[src/rtl/memory_access.sv]
// memory_access: MEM stage of the 5-stage core.
// Issues loads/stores on a req/ack data-memory bus, stalls the pipeline while
// the bus is busy, formats store byte lanes and load extension, and registers
// the stage result towards WB.
//
// Ports:
//   clk, rst                 clock, synchronous active-high reset
//   alu_result, rs2E         EX result / effective address, store data
//   write_regE, info_loadE,
//   info_storeE, dstreg_addrE EX-stage control for the instruction in MEM
//   dmem_req/we/addr/be/wdata data-memory request (registered, held until ack)
//   dmem_rdata, dmem_ack     read data and one-cycle completion
//   stall_mem                combinational freeze of PC/IF/ID/EX
//   forward_data_writemem    combinational forward of alu_result to EX
//   wb_data, write_regM,
//   dstreg_addrM             registered result to WB
//   bus_err                  one-cycle pulse when an access times out
//   misalign_exc             one-cycle pulse on a misaligned access
//                            (only with MISALIGN_TRAP_EN defined)
//
// Build option: MISALIGN_TRAP_EN -- when defined, misaligned half/word
// accesses are not issued and raise misalign_exc instead of being truncated.
module memory_access #(
  parameter int unsigned TIMEOUT_CYCLES = 256
) (
  input  logic        clk,
  input  logic        rst,
  input  logic [31:0] alu_result,
  input  logic [31:0] rs2E,
  input  logic        write_regE,
  input  logic [2:0]  info_loadE,
  input  logic [1:0]  info_storeE,
  input  logic [4:0]  dstreg_addrE,
  output logic        dmem_req,
  output logic        dmem_we,
  output logic [31:0] dmem_addr,
  output logic [3:0]  dmem_be,
  output logic [31:0] dmem_wdata,
  input  logic [31:0] dmem_rdata,
  input  logic        dmem_ack,
  output logic        stall_mem,
  output logic [31:0] forward_data_writemem,
  output logic [31:0] wb_data,
  output logic        write_regM,
  output logic [4:0]  dstreg_addrM,
  output logic        bus_err
`ifdef MISALIGN_TRAP_EN
  ,
  output logic        misalign_exc
`endif
);

  // Counter only needs to reach TIMEOUT_CYCLES-1.
  localparam int unsigned CNT_W = (TIMEOUT_CYCLES > 1) ? $clog2(TIMEOUT_CYCLES) : 1;

  localparam logic [2:0] LD_NONE = 3'd0;
  localparam logic [2:0] LD_LB   = 3'd1;
  localparam logic [2:0] LD_LH   = 3'd2;
  localparam logic [2:0] LD_LW   = 3'd3;
  localparam logic [2:0] LD_LBU  = 3'd4;
  localparam logic [2:0] LD_LHU  = 3'd5;
  localparam logic [1:0] ST_SB   = 2'd1;
  localparam logic [1:0] ST_SH   = 2'd2;
  localparam logic [1:0] ST_SW   = 2'd3;

  typedef enum logic [0:0] {
    IDLE = 1'b0,
    WAIT = 1'b1
  } state_t;

  state_t           state_q, state_d;
  logic [CNT_W-1:0] cnt_q, cnt_d;
  logic [2:0]       kind_q, kind_d;
  logic [1:0]       off_q, off_d;

  logic        req_d, we_d, write_reg_d, bus_err_d;
  logic [31:0] addr_d, wdata_d, wb_data_d;
  logic [3:0]  be_d;
  logic [4:0]  dst_d;

  logic        is_load, is_store, access, timeout_hit;
  logic [3:0]  st_be;
  logic [31:0] st_wdata;
  logic [7:0]  ld_byte;
  logic [15:0] ld_half;
  logic [31:0] ld_data;

  assign is_load  = info_loadE != LD_NONE;
  assign is_store = info_storeE != 2'd0;
  assign access   = is_load | is_store;

  assign forward_data_writemem = alu_result;

  // Timeout fires on the last permitted WAIT cycle; TIMEOUT_CYCLES=0 disables it.
  assign timeout_hit = (TIMEOUT_CYCLES != 0) && (cnt_q == CNT_W'(TIMEOUT_CYCLES - 1));

`ifdef MISALIGN_TRAP_EN
  logic is_half, is_word, misaligned, mis_d;

  // Misalignment check on the effective access kind (load has priority).
  always_comb begin
    is_half    = is_load ? ((info_loadE == LD_LH) || (info_loadE == LD_LHU))
                         : (info_storeE == ST_SH);
    is_word    = is_load ? (info_loadE == LD_LW) : (info_storeE == ST_SW);
    misaligned = (is_half && alu_result[0]) || (is_word && (alu_result[1:0] != 2'b00));
  end
`endif

  // Store lane formatting; loads enable all four lanes.
  always_comb begin
    st_be    = 4'b1111;
    st_wdata = rs2E;
    if (!is_load) begin
      case (info_storeE)
        ST_SB: begin
          st_be    = 4'b0001 << alu_result[1:0];
          st_wdata = {4{rs2E[7:0]}};
        end
        ST_SH: begin
          st_be    = alu_result[1] ? 4'b1100 : 4'b0011;
          st_wdata = {2{rs2E[15:0]}};
        end
        ST_SW: begin
          st_be    = 4'b1111;
          st_wdata = rs2E;
        end
        default: begin
          st_be    = 4'b1111;
          st_wdata = rs2E;
        end
      endcase
    end
  end

  // Load extraction from the latched kind and byte offset.
  always_comb begin
    ld_byte = dmem_rdata[{off_q, 3'b000} +: 8];
    ld_half = off_q[1] ? dmem_rdata[31:16] : dmem_rdata[15:0];
    case (kind_q)
      LD_LB:   ld_data = {{24{ld_byte[7]}}, ld_byte};
      LD_LH:   ld_data = {{16{ld_half[15]}}, ld_half};
      LD_LBU:  ld_data = {24'd0, ld_byte};
      LD_LHU:  ld_data = {16'd0, ld_half};
      LD_LW:   ld_data = dmem_rdata;
      default: ld_data = dmem_rdata;
    endcase
  end

  // Next-state and next-output logic.
  always_comb begin
    state_d     = state_q;
    cnt_d       = cnt_q;
    kind_d      = kind_q;
    off_d       = off_q;
    req_d       = dmem_req;
    we_d        = dmem_we;
    addr_d      = dmem_addr;
    be_d        = dmem_be;
    wdata_d     = dmem_wdata;
    wb_data_d   = wb_data;
    write_reg_d = write_regM;
    dst_d       = dstreg_addrM;
    bus_err_d   = 1'b0;
    stall_mem   = 1'b0;
`ifdef MISALIGN_TRAP_EN
    mis_d       = 1'b0;
`endif

    case (state_q)
      IDLE: begin
        cnt_d = '0;
`ifdef MISALIGN_TRAP_EN
        if (access && misaligned) begin
          write_reg_d = 1'b0;
          mis_d       = 1'b1;
        end else
`endif
        if (access) begin
          stall_mem   = 1'b1;
          state_d     = WAIT;
          req_d       = 1'b1;
          we_d        = !is_load;
          addr_d      = {alu_result[31:2], 2'b00};
          be_d        = st_be;
          wdata_d     = st_wdata;
          kind_d      = is_load ? info_loadE : LD_NONE;
          off_d       = alu_result[1:0];
          write_reg_d = 1'b0;
        end else begin
          wb_data_d   = alu_result;
          write_reg_d = write_regE;
          dst_d       = dstreg_addrE;
        end
      end

      WAIT: begin
        // Ack has priority over a coincident timeout.
        if (dmem_ack) begin
          state_d = IDLE;
          req_d   = 1'b0;
          cnt_d   = '0;
          if (kind_q != LD_NONE) begin
            wb_data_d   = ld_data;
            write_reg_d = write_regE;
            dst_d       = dstreg_addrE;
          end else begin
            write_reg_d = 1'b0;
          end
        end else if (timeout_hit) begin
          state_d     = IDLE;
          req_d       = 1'b0;
          cnt_d       = '0;
          bus_err_d   = 1'b1;
          write_reg_d = 1'b0;
        end else begin
          stall_mem = 1'b1;
          cnt_d     = cnt_q + CNT_W'(1);
        end
      end

      default: begin
        state_d = IDLE;
      end
    endcase
  end

  // State and registered outputs.
  always_ff @(posedge clk) begin
    if (rst) begin
      state_q      <= IDLE;
      cnt_q        <= '0;
      kind_q       <= LD_NONE;
      off_q        <= 2'b00;
      dmem_req     <= 1'b0;
      dmem_we      <= 1'b0;
      dmem_addr    <= 32'd0;
      dmem_be      <= 4'd0;
      dmem_wdata   <= 32'd0;
      wb_data      <= 32'd0;
      write_regM   <= 1'b0;
      dstreg_addrM <= 5'd0;
      bus_err      <= 1'b0;
`ifdef MISALIGN_TRAP_EN
      misalign_exc <= 1'b0;
`endif
    end else begin
      state_q      <= state_d;
      cnt_q        <= cnt_d;
      kind_q       <= kind_d;
      off_q        <= off_d;
      dmem_req     <= req_d;
      dmem_we      <= we_d;
      dmem_addr    <= addr_d;
      dmem_be      <= be_d;
      dmem_wdata   <= wdata_d;
      wb_data      <= wb_data_d;
      write_regM   <= write_reg_d;
      dstreg_addrM <= dst_d;
      bus_err      <= bus_err_d;
`ifdef MISALIGN_TRAP_EN
      misalign_exc <= mis_d;
`endif
    end
  end

endmodule

[config.mk]
export PLATFORM = sky130hd
export DESIGN_NAME = memory_access
export DESIGN_NICKNAME = d
export VERILOG_FILES = /design/src/rtl/memory_access.sv
export SDC_FILE = /design/constraint.sdc
export NUM_CORES = 1
export LEC_CHECK = 0
export CORE_ASPECT_RATIO = 0.9
export CORE_UTILIZATION = 30
export CTS_CLUSTER_SIZE = 8
export DETAILED_ROUTE_END_ITERATION = 8
export HOLD_SLACK_MARGIN = 0.1
export PLACE_DENSITY_LB_ADDON = 0.25
export SLEW_MARGIN = 40
export SYNTH_ARGS = -nofsm -noshare
export SYNTH_HDL_FRONTEND = slang
export SYNTH_SLANG_ARGS = --single-unit
export TNS_END_PERCENT = 10
[constraint.sdc]
create_clock -name clk -period 2.32 [get_ports clk]
set_clock_uncertainty 0.1 [all_clocks]
set_input_delay 0.58 -clock clk [delete_from_list [all_inputs] [get_ports clk]]
set_output_delay 0.58 -clock clk [all_outputs]
set_load 0.01 [all_outputs]
# Word-level counts from Yosys, hierarchy flattened
# Index checks and enable logic that the tools add are counted.
# W data, S select, Z words.
word_totals:
  reg_bits: 121
  in_bits: 110
  wordCells: 70
  output_inout_bits: 142
op_classes:
  n_shift: 2
  n_reduce_logical: 8
  n_eq_ne: 12
  mux: 32
  bitwise_logic: 2
  add_sub_neg: 1
ops:
  columns: ["cell", "n"]
  rows:
  - ["$mux W32", 4]
  - ["$pmux W32 S2", 2]
  - ["$pmux W32 S4", 1]
  - ["$shiftx A32 B6 Y8", 1]
  - ["$mux W16", 1]
  - ["$mux W8", 2]
  - ["$pmux W8 S2", 1]
  - ["$mux W5", 3]
  - ["$mux W1", 10]
  - ["$pmux W5 S2", 1]
  - ["$add A8 B1 Y8 const B", 1]
  - ["$eq A8 B8 Y1 const B", 1]
  - ["$mux W4", 2]
  - ["$pmux W4 S2", 1]
  - ["$eq A3 B3 Y1 const B", 2]
  - ["$ne A2 B2 Y1 const B", 3]
  - ["$pmux W1 S2", 3]
  - ["$reduce_bool A3 Y1", 2]
  - ["$reduce_and A2 Y1", 2]
  - ["$shl A1 B2 Y4 const A", 1]
  - ["$eq A3 B1 Y1 const B", 1]
  - ["$eq A3 B2 Y1 const B", 1]
  - ["$mux W3", 1]
  - ["$ne A3 B2 Y1 const B", 1]
  - ["other kinds (9)", 9]

# Depth between registers and ports, before layout
# Gate-level depths: netlist of the first run.
logic_depth:
  ltp_word: 5
  depth_mapped: 8
  ltp_nobuf: 6

# Least setup slack after synthesis of the first run
# OpenSTA, ideal clock, no wires.
synth_path:
  kind: "input to output"
  start: "in info_storeE[0]"
  end: "out stall_mem"
  cell_stages: 6
  path_buffers: 1
  setup_slack_ns: -0.023
  required_ns: 1.640
  arrival_ns: 1.663
  cell_sequence: "inv_1 ha_1 or4b_4 buf_6 nand2_2 o21ai_0"
synth_between:
  elab_chain_cells: 4
synth_lines:
  columns: ["item", "line", "source"]
  rows:
  - ["start: declaration", "32", "input logic [1:0] info_storeE,"]
  - ["$reduce_bool A2 Y1", "89", "assign is_store = info_storeE != 2'd0;"]
  - ["$or A1 B1 Y1", "90", "assign access = is_load | is_store;"]
  - ["$mux W1", "178", "if (access) begin"]
  - ["$pmux W1 S2", "169", "case (state_q)"]
  - ["end: declaration", "41", "output logic stall_mem,"]
# No other way between the ends.

# Worst setup path after layout of the first run
# Same ends and word-level chain as after synthesis.

==> flow_metrics.py, run 1 <==
metrics = {
    "final_layout": {
        "final_design_area_no_fill_um2": 9582,
        "fillCellCount": 1913,
        "register_cell_area_after_layout_um2": 2422,
        "multiInputGateArea_um2": 2932,
        "drive_gt1_frac": 0.1483,
        "layout.nets": 1106,
        "area_growth_pct": 61.94,
        "final_cell_mix": "sky130_fd_sc_hd__clkdlybuf4s50_1, sky130_fd_sc_hd__nand2_1, sky130_fd_sc_hd__dfxtp_1",
        "layout_commonest_cell": "sky130_fd_sc_hd__clkdlybuf4s50_1",
        "num_antenna_cells": 0,
    },
    "clocking": {
        "clock_latency_ns": 0.41,
        "clock_tree.htree_level_count": 4,
        "cts_tree": "yes",
        "cts_sinks": 121,
        "clk_pin_slew_ns": 0.06,
        "cts-buffers-inserted": 17,
        "cts_root_buffer": "sky130_fd_sc_hd__clkbuf_16",
        "cts_max_path_buffers": 2,
    },
    "synthesis": {
        "synthDominantAreaCellType": "sky130_fd_sc_hd__dfxtp_1",
        "postSynthCellCount": 733,
        "postSynth.asyncResetShare": 0,
        "syn_area_per_cell_um2": 8.072,
        "synthesis.yosys.warnings": 0,
        "yosys_register_bits": 121,
        "netlist_top_cells_area": "sky130_fd_sc_hd__dfxtp_1, sky130_fd_sc_hd__nand2_1, sky130_fd_sc_hd__a21oi_1, sky130_fd_sc_hd__buf_4, sky130_fd_sc_hd__a211oi_1",
        "synth-edff-count": 0,
        "seq_area_frac_synth": 0.4094,
        "ys_types": 52,
        "synthFlopType": "sky130_fd_sc_hd__dfxtp_1",
        "netlist_area_um2": 5917,
        "synthDominantCellAreaShare": 0.4094,
    },
    "grt": {
        "grt_first_pass_wirelength_mm": 31.97,
        "antenna_found_initial": 0,
        "grt_use_total": 0.2060,
        "number_of_global_route_vias_before_repair": 5680,
        "total_gr_overflow": 0,
        "grt_max_degree": 56,
    },
    "sta": {
        "finalHoldViolCount": 0,
        "relSlewSlack": 0.5872,
        "grt_setup_unrepaired": "yes",
        "worst-slew-pin-transition_ns": 0.6096,
        "slew_viols_final": 0,
        "max_freq_ghz": 0.4329,
        "finalCritPeriodShare": 0.9956,
        "min_period_ns": 2.310,
        "setup_viol": 0,
    },
    "place": {
        "dpl.hpwl_mm": 15.21,
        "numPortBuffers": 249,
        "dpl_cell_area_um2": 8925,
        "place_congestion": 0.8600,
    },
    "critical_path": {
        "path_cells": "buf_8 > inv_4 > ha_4 > or4b_4 > nand2_4 > o21ai_2 > buf_2",
        "crit_arrival_ns": 1.63,
        "worstPathRequired_ns": 1.64,
        "timing.critical_path.from_type": "input port",
        "crit_fanout": 2,
        "cpMaxStageDelayCell": "sky130_fd_sc_hd__or4b_4",
        "critPathMaxStageDelay_ns": 0.48,
        "cell_depth_of_the_worst_flop_to_flop_path": 6,
        "critical_path_class": "input port to output pin",
        "critPathCaptureType": "output pin",
    },
    "floorplanning": {
        "die_w_um": 150.0,
        "chipHeight_um": 135.2,
        "die_area_um2": 20290,
        "fp.coreArea_um2": 19220,
        "design.portCount": 252,
        "start_util": 0.3079,
        "floorplan.rows": 48,
    },
    "drt": {
        "routed-via-count": 6113,
        "postRouteWirelength_mm": 20.86,
        "average_wire_per_cell_in_the_routed_design_um": 16.62,
        "detail-route-antenna-nets": 0,
        "remaining_drc_errors": 0,
        "dr.pass1.iters": 4,
        "first_iter_violations": 385,
        "route.detailed.vias_per_inst": 4.871,
    },
    "power_and_ir_drop": {
        "power.leakage_nw": 3.826,
        "power-per-cell-area_nw_per_um2": 659.8,
        "vdd_ir_drop_max_mv": 0.4947,
        "totalPowerFinal_mw": 6.322,
    },
    "flow_run": {
        "max_cap_violation_count": 0,
    },
    "run_status": {
        "outcome": "completed",
    },
    "min_path": {
        "timing.hold.worst.class": "flip-flop to flip-flop",
        "hold-path-cell-count": 1,
    },
}
cells by family (layout without fill, tap and decap cells):
family | Yosys count | after routing | synth area share
muxes | 21 | 21 | 0.04124
DFF | 121 | 121 | 0.4094
AOI/OAI and AO/OA | 228 | 228 | 0.2464
adders and majority gates | 4 | 4 | 0.008459
buffers and inverters | 114 | 385 | 0.1032
and+or+nand+nor | 238 | 238 | 0.1819
other | 1 | 2 | 0.0006338
xor gates and xnor gates | 6 | 6 | 0.008883
critical path, delay by kind of cell:
| family | cells | cell delay (ns) |
|---|---|---|
| AO/OA/AOI/OAI | 1 | 0.05 |
| adder cells (fa/ha/maj) | 1 | 0.12 |
| AND/OR/NAND/NOR | 2 | 0.57 |
| buffers and inverters | 3 | 0.29 |
per-layer routing:
layer	share of wire	GRT usage	vias up
li1	-	-	3063
met3	0.061	0.04714	26
met2	0.46	0.3300	194
met4	0.018	0.06566	0
met5	0	0	-
met1	0.46	0.2729	2830
worst paths after layout:
check	start	endpoint	slack, ns
setup / recovery	info_storeE[0]	stall_mem	0.01
hold / removal	cnt_q[0]	cnt_q[0]	0.35
setup reg to reg	kind_q[0]	wb_data[3]	0.28
hold reg to reg	cnt_q[0]	cnt_q[0]	0.35
stage by stage:
step | cells | util | setup TNS (ns) | hold WS, ns | worst slack, ns
2_1_floorplan | 734 | - | 0 | 0.3175 | 0.02256
3_3_place_gp | 1219 | 0.4644 | -54.52 | 0.3337 | -0.7884
3_5_place_dp | 1219 | 0.4644 | -60.55 | 0.3375 | -0.8133
4_1_cts | 1254 | 0.4958 | -0.005746 | 0.3509 | -0.005746
5_1_grt | 1255 | 0.4986 | -0.03214 | 0.3687 | -0.03214
6_report | 1255 | 0.4986 | 0 | 0.3470 | 0.01021
flip-flops by register name, summed over array words and instances (netlist names):
| signal | flops |
|---|---|
| dmem_be | 4 |
| dmem_we | 1 |
| kind_q | 3 |
| write_regM | 1 |
| wb_data | 32 |
| cnt_q | 8 |
| off_q | 2 |
| dmem_addr | 30 |
| dstreg_addrM | 5 |
| dmem_wdata | 32 |
| bus_err | 1 |
| state_q | 1 |
| dmem_req | 1 |
cell type report:
type                            count  share of cell area
Clock inverter                     11             0.01280
Clock buffer                       21             0.04701
Sequential cell                   121              0.2528
Tap cell                          250             0.03265
Timing Repair Buffer              332              0.3400
Inverter                           21            0.008749
Multi-Input combinational cell    499              0.3060
repair_timing:
action | CTS | global route
gates resized for setup | 30 | 17
pin swaps | 3 | 4
endpoints found under the setup margin | 104 | 11
buffers inserted | 3 | 1
hold buffers | 0 | 0
hold endpoints to repair | 0 | 0
cell usage after synthesis (2+ instances only):
cell	n
sky130_fd_sc_hd__a211oi_1	32
sky130_fd_sc_hd__a21oi_1	91
sky130_fd_sc_hd__a21oi_2	8
sky130_fd_sc_hd__a22o_1	8
sky130_fd_sc_hd__a311oi_1	10
sky130_fd_sc_hd__and2_1	2
sky130_fd_sc_hd__and3b_1	2
sky130_fd_sc_hd__buf_2	16
sky130_fd_sc_hd__buf_4	35
sky130_fd_sc_hd__buf_6	4
sky130_fd_sc_hd__clkbuf_1	36
sky130_fd_sc_hd__dfxtp_1	121
sky130_fd_sc_hd__ha_1	4
sky130_fd_sc_hd__inv_1	20
sky130_fd_sc_hd__mux2_2	7
sky130_fd_sc_hd__mux2i_1	12
sky130_fd_sc_hd__mux4_2	2
sky130_fd_sc_hd__nand2_1	131
sky130_fd_sc_hd__nand2b_1	4
sky130_fd_sc_hd__nand3_1	10
sky130_fd_sc_hd__nand3b_1	2
sky130_fd_sc_hd__nor2_1	41
sky130_fd_sc_hd__nor2b_1	5
sky130_fd_sc_hd__nor3_1	6
sky130_fd_sc_hd__nor3b_1	8
sky130_fd_sc_hd__nor4_1	2
sky130_fd_sc_hd__o211a_1	8
sky130_fd_sc_hd__o211ai_1	17
sky130_fd_sc_hd__o21ai_0	38
sky130_fd_sc_hd__o221ai_1	7
sky130_fd_sc_hd__or2_2	2
sky130_fd_sc_hd__or3_1	18
sky130_fd_sc_hd__xnor2_1	3
sky130_fd_sc_hd__xor2_1	3
power by group:
group / internal, mW / leakage [nW] / switching, mW
Sequential: 2.23 / 0.997 / 0.0802
Combinational: 0.754 / 2.56 / 0.675
Clock: 1.61 / 0.269 / 0.977
Note: power is estimated with default switching activity, not from simulation.
==> run 2: changes to the inputs <==
clock period = 3 ns   (was 2.32 ns; I/O delays follow)
==> run 2 against run 1 <==
Clock power decreased by 21%. Critical path type unchanged. Clock-buffer cell count decreased by 3. Utilization decreased by 2.4 points. Combinational power decreased by 28%. Wire length decreased by 0.89%. Via count decreased by 1.7%. Total power decreased by 23%. Register-to-register slack improved by 0.53 ns. Sequential power decreased by 23%.
==> flow_metrics.py, run 2 (synthesis gave the netlist of run 1 again) <==
metrics = {
    "grt": {
        "number_of_global_route_vias_before_repair": 5584,
        "total_gr_overflow": 0,
        "grt_max_degree": 68,
        "antenna_found_initial": 0,
        "grt_first_pass_wirelength_mm": 31.41,
        "grt_use_total": 0.2035,
    },
    "final_layout": {
        "layout_commonest_cell": "sky130_fd_sc_hd__clkdlybuf4s50_1",
        "final_instance_count_excl_fillers": 1208,
        "area_growth_pct": 53.99,
        "num_antenna_cells": 0,
        "drive_gt1_frac": 0.1044,
        "layout.nets": 1059,
        "final_core_util": 0.4741,
        "final_design_area_no_fill_um2": 9111,
        "final_cell_mix": "sky130_fd_sc_hd__clkdlybuf4s50_1, sky130_fd_sc_hd__nand2_1, sky130_fd_sc_hd__dfxtp_1",
        "reg.largest.list": "dmem_wdata: 32 flops, wb_data: 32 flops, dmem_addr: 30 flops",
        "fillCellCount": 1917,
    },
    "place": {
        "dpl_cell_area_um2": 8507,
        "numPortBuffers": 249,
        "dpl.hpwl_mm": 14.96,
        "placedCellCount": 1175,
        "place_congestion": 0.8653,
    },
    "drt": {
        "routed-via-count": 6007,
        "remaining_drc_errors": 0,
        "average_wire_per_cell_in_the_routed_design_um": 17.12,
        "first_iter_violations": 258,
        "postRouteWirelength_mm": 20.68,
        "detail-route-antenna-nets": 0,
        "route.detailed.vias_per_inst": 4.973,
        "dr.pass1.iters": 4,
    },
    "clocking": {
        "clk_pin_slew_ns": 0.06,
        "clock_latency_ns": 0.41,
        "cts_root_buffer": "sky130_fd_sc_hd__clkbuf_16",
        "cts_tree": "yes",
        "clock_tree.htree_level_count": 4,
        "cts-buffers-inserted": 17,
        "cts_sinks": 121,
        "cts_max_path_buffers": 2,
        "cts_stage_hold_buffer_count": 0,
    },
    "critical_path": {
        "critical_path_class": "input port to output pin",
        "crit_fanout": 2,
        "critPathCaptureType": "output pin",
        "critPathMaxStageDelay_ns": 0.48,
        "cpMaxStageDelayCell": "sky130_fd_sc_hd__or4b_4",
        "worstPathRequired_ns": 2.15,
        "crit_arrival_ns": 2.10,
        "timing.critical_path.from_type": "input port",
        "path_cells": "dlygate4sd2_1 > inv_2 > ha_4 > or4b_4 > nand2_2 > o21ai_1 > buf_2",
    },
    "sta": {
        "grt_setup_unrepaired": "no",
        "fin_tns_setup_ns": 0,
        "min_period_ns": 2.948,
        "finalCritPeriodShare": 0.9828,
        "slew_viols_final": 0,
        "relSlewSlack": 0.5291,
        "max_freq_ghz": 0.3392,
        "finalHoldViolCount": 0,
        "setup_viol": 0,
        "worst-slew-pin-transition_ns": 0.7063,
        "hold_ws_ns": 0.3495,
    },
    "power_and_ir_drop": {
        "power.leakage_nw": 3.485,
        "vdd_ir_drop_max_mv": 0.3238,
        "power-per-cell-area_nw_per_um2": 532.3,
    },
    "min_path": {
        "timing.hold.worst.class": "flip-flop to flip-flop",
    },
    "floorplanning": {
        "design.portCount": 252,
        "fp.coreArea_um2": 19220,
        "floorplan.rows": 48,
        "start_util": 0.3079,
        "die_w_um": 150.0,
        "chipHeight_um": 135.2,
        "die_area_um2": 20290,
    },
    "flow_run": {
        "max_cap_violation_count": 0,
    },
    "run_status": {
        "outcome": "completed",
    },
}
## run 2: report_power, final
group / total [mW] / switching [mW] / leakage [nW] / internal [mW]
sequential: 1.79 / 0.0642 / 0.997 / 1.72
combinational: 1.03 / 0.505 / 2.21 / 0.524
clock: 2.03 / 0.787 / 0.275 / 1.25
## run 2: worst max-delay path, delay by kind of cell
| kind | cells | cell delay (ns) |
|---|---|---|
| AOI/OAI and AO/OA | 1 | 0.10 |
| adders and majority gates | 1 | 0.16 |
| and+or+nand+nor | 2 | 0.57 |
| buffers and inverters | 3 | 0.51 |
## run 2: timing repair
item                                    CTS  global route
pin swaps                                 1             0
endpoints found under the setup margin    1             1
gates resized for setup                  11             2
setup buffers                             1             0
## run 2: final timing paths
kind	startpoint	depth (start not counted)	slack, ns	to
max	info_storeE[1]	7	0.05	stall_mem
min	cnt_q[0]	1	0.35	cnt_q[0]
max reg2reg	kind_q[0]	5	0.81	wb_data[10]
min reg2reg	cnt_q[0]	1	0.35	cnt_q[0]
## run 2: final cells by class
| class | instances | area, um^2 | share of cell area |
|---|---|---|---|
| clock buffer | 18 | 439.2 | 0.04820 |
| clock inverter | 14 | 147.6 | 0.01620 |
| inverter | 21 | 78.83 | 0.008651 |
| multi-input combinational | 499 | 2915 | 0.3200 |
| sequential | 121 | 2422 | 0.2659 |
| tap | 250 | 312.8 | 0.03433 |
| timing repair buffer | 285 | 2795 | 0.3068 |
## run 2: stage by stage
step	power (mW)	setup WS (ns)
after floorplan	2.298	0.3167
after detailed placement	2.853	-0.6353
after global placement	2.844	-0.6299
after CTS	4.908	0.01393
final	4.850	0.05153
after global routing	5.067	0.01772
## run 2: per-layer routing
layer | global-route usage | vias up | share of wire
met5 | 0 | - | 0
met4 | 0.05948 | 0 | 0.011
met3 | 0.04478 | 16 | 0.063
met2 | 0.3282 | 191 | 0.47
met1 | 0.2709 | 2838 | 0.46
li1 | - | 2962 | -
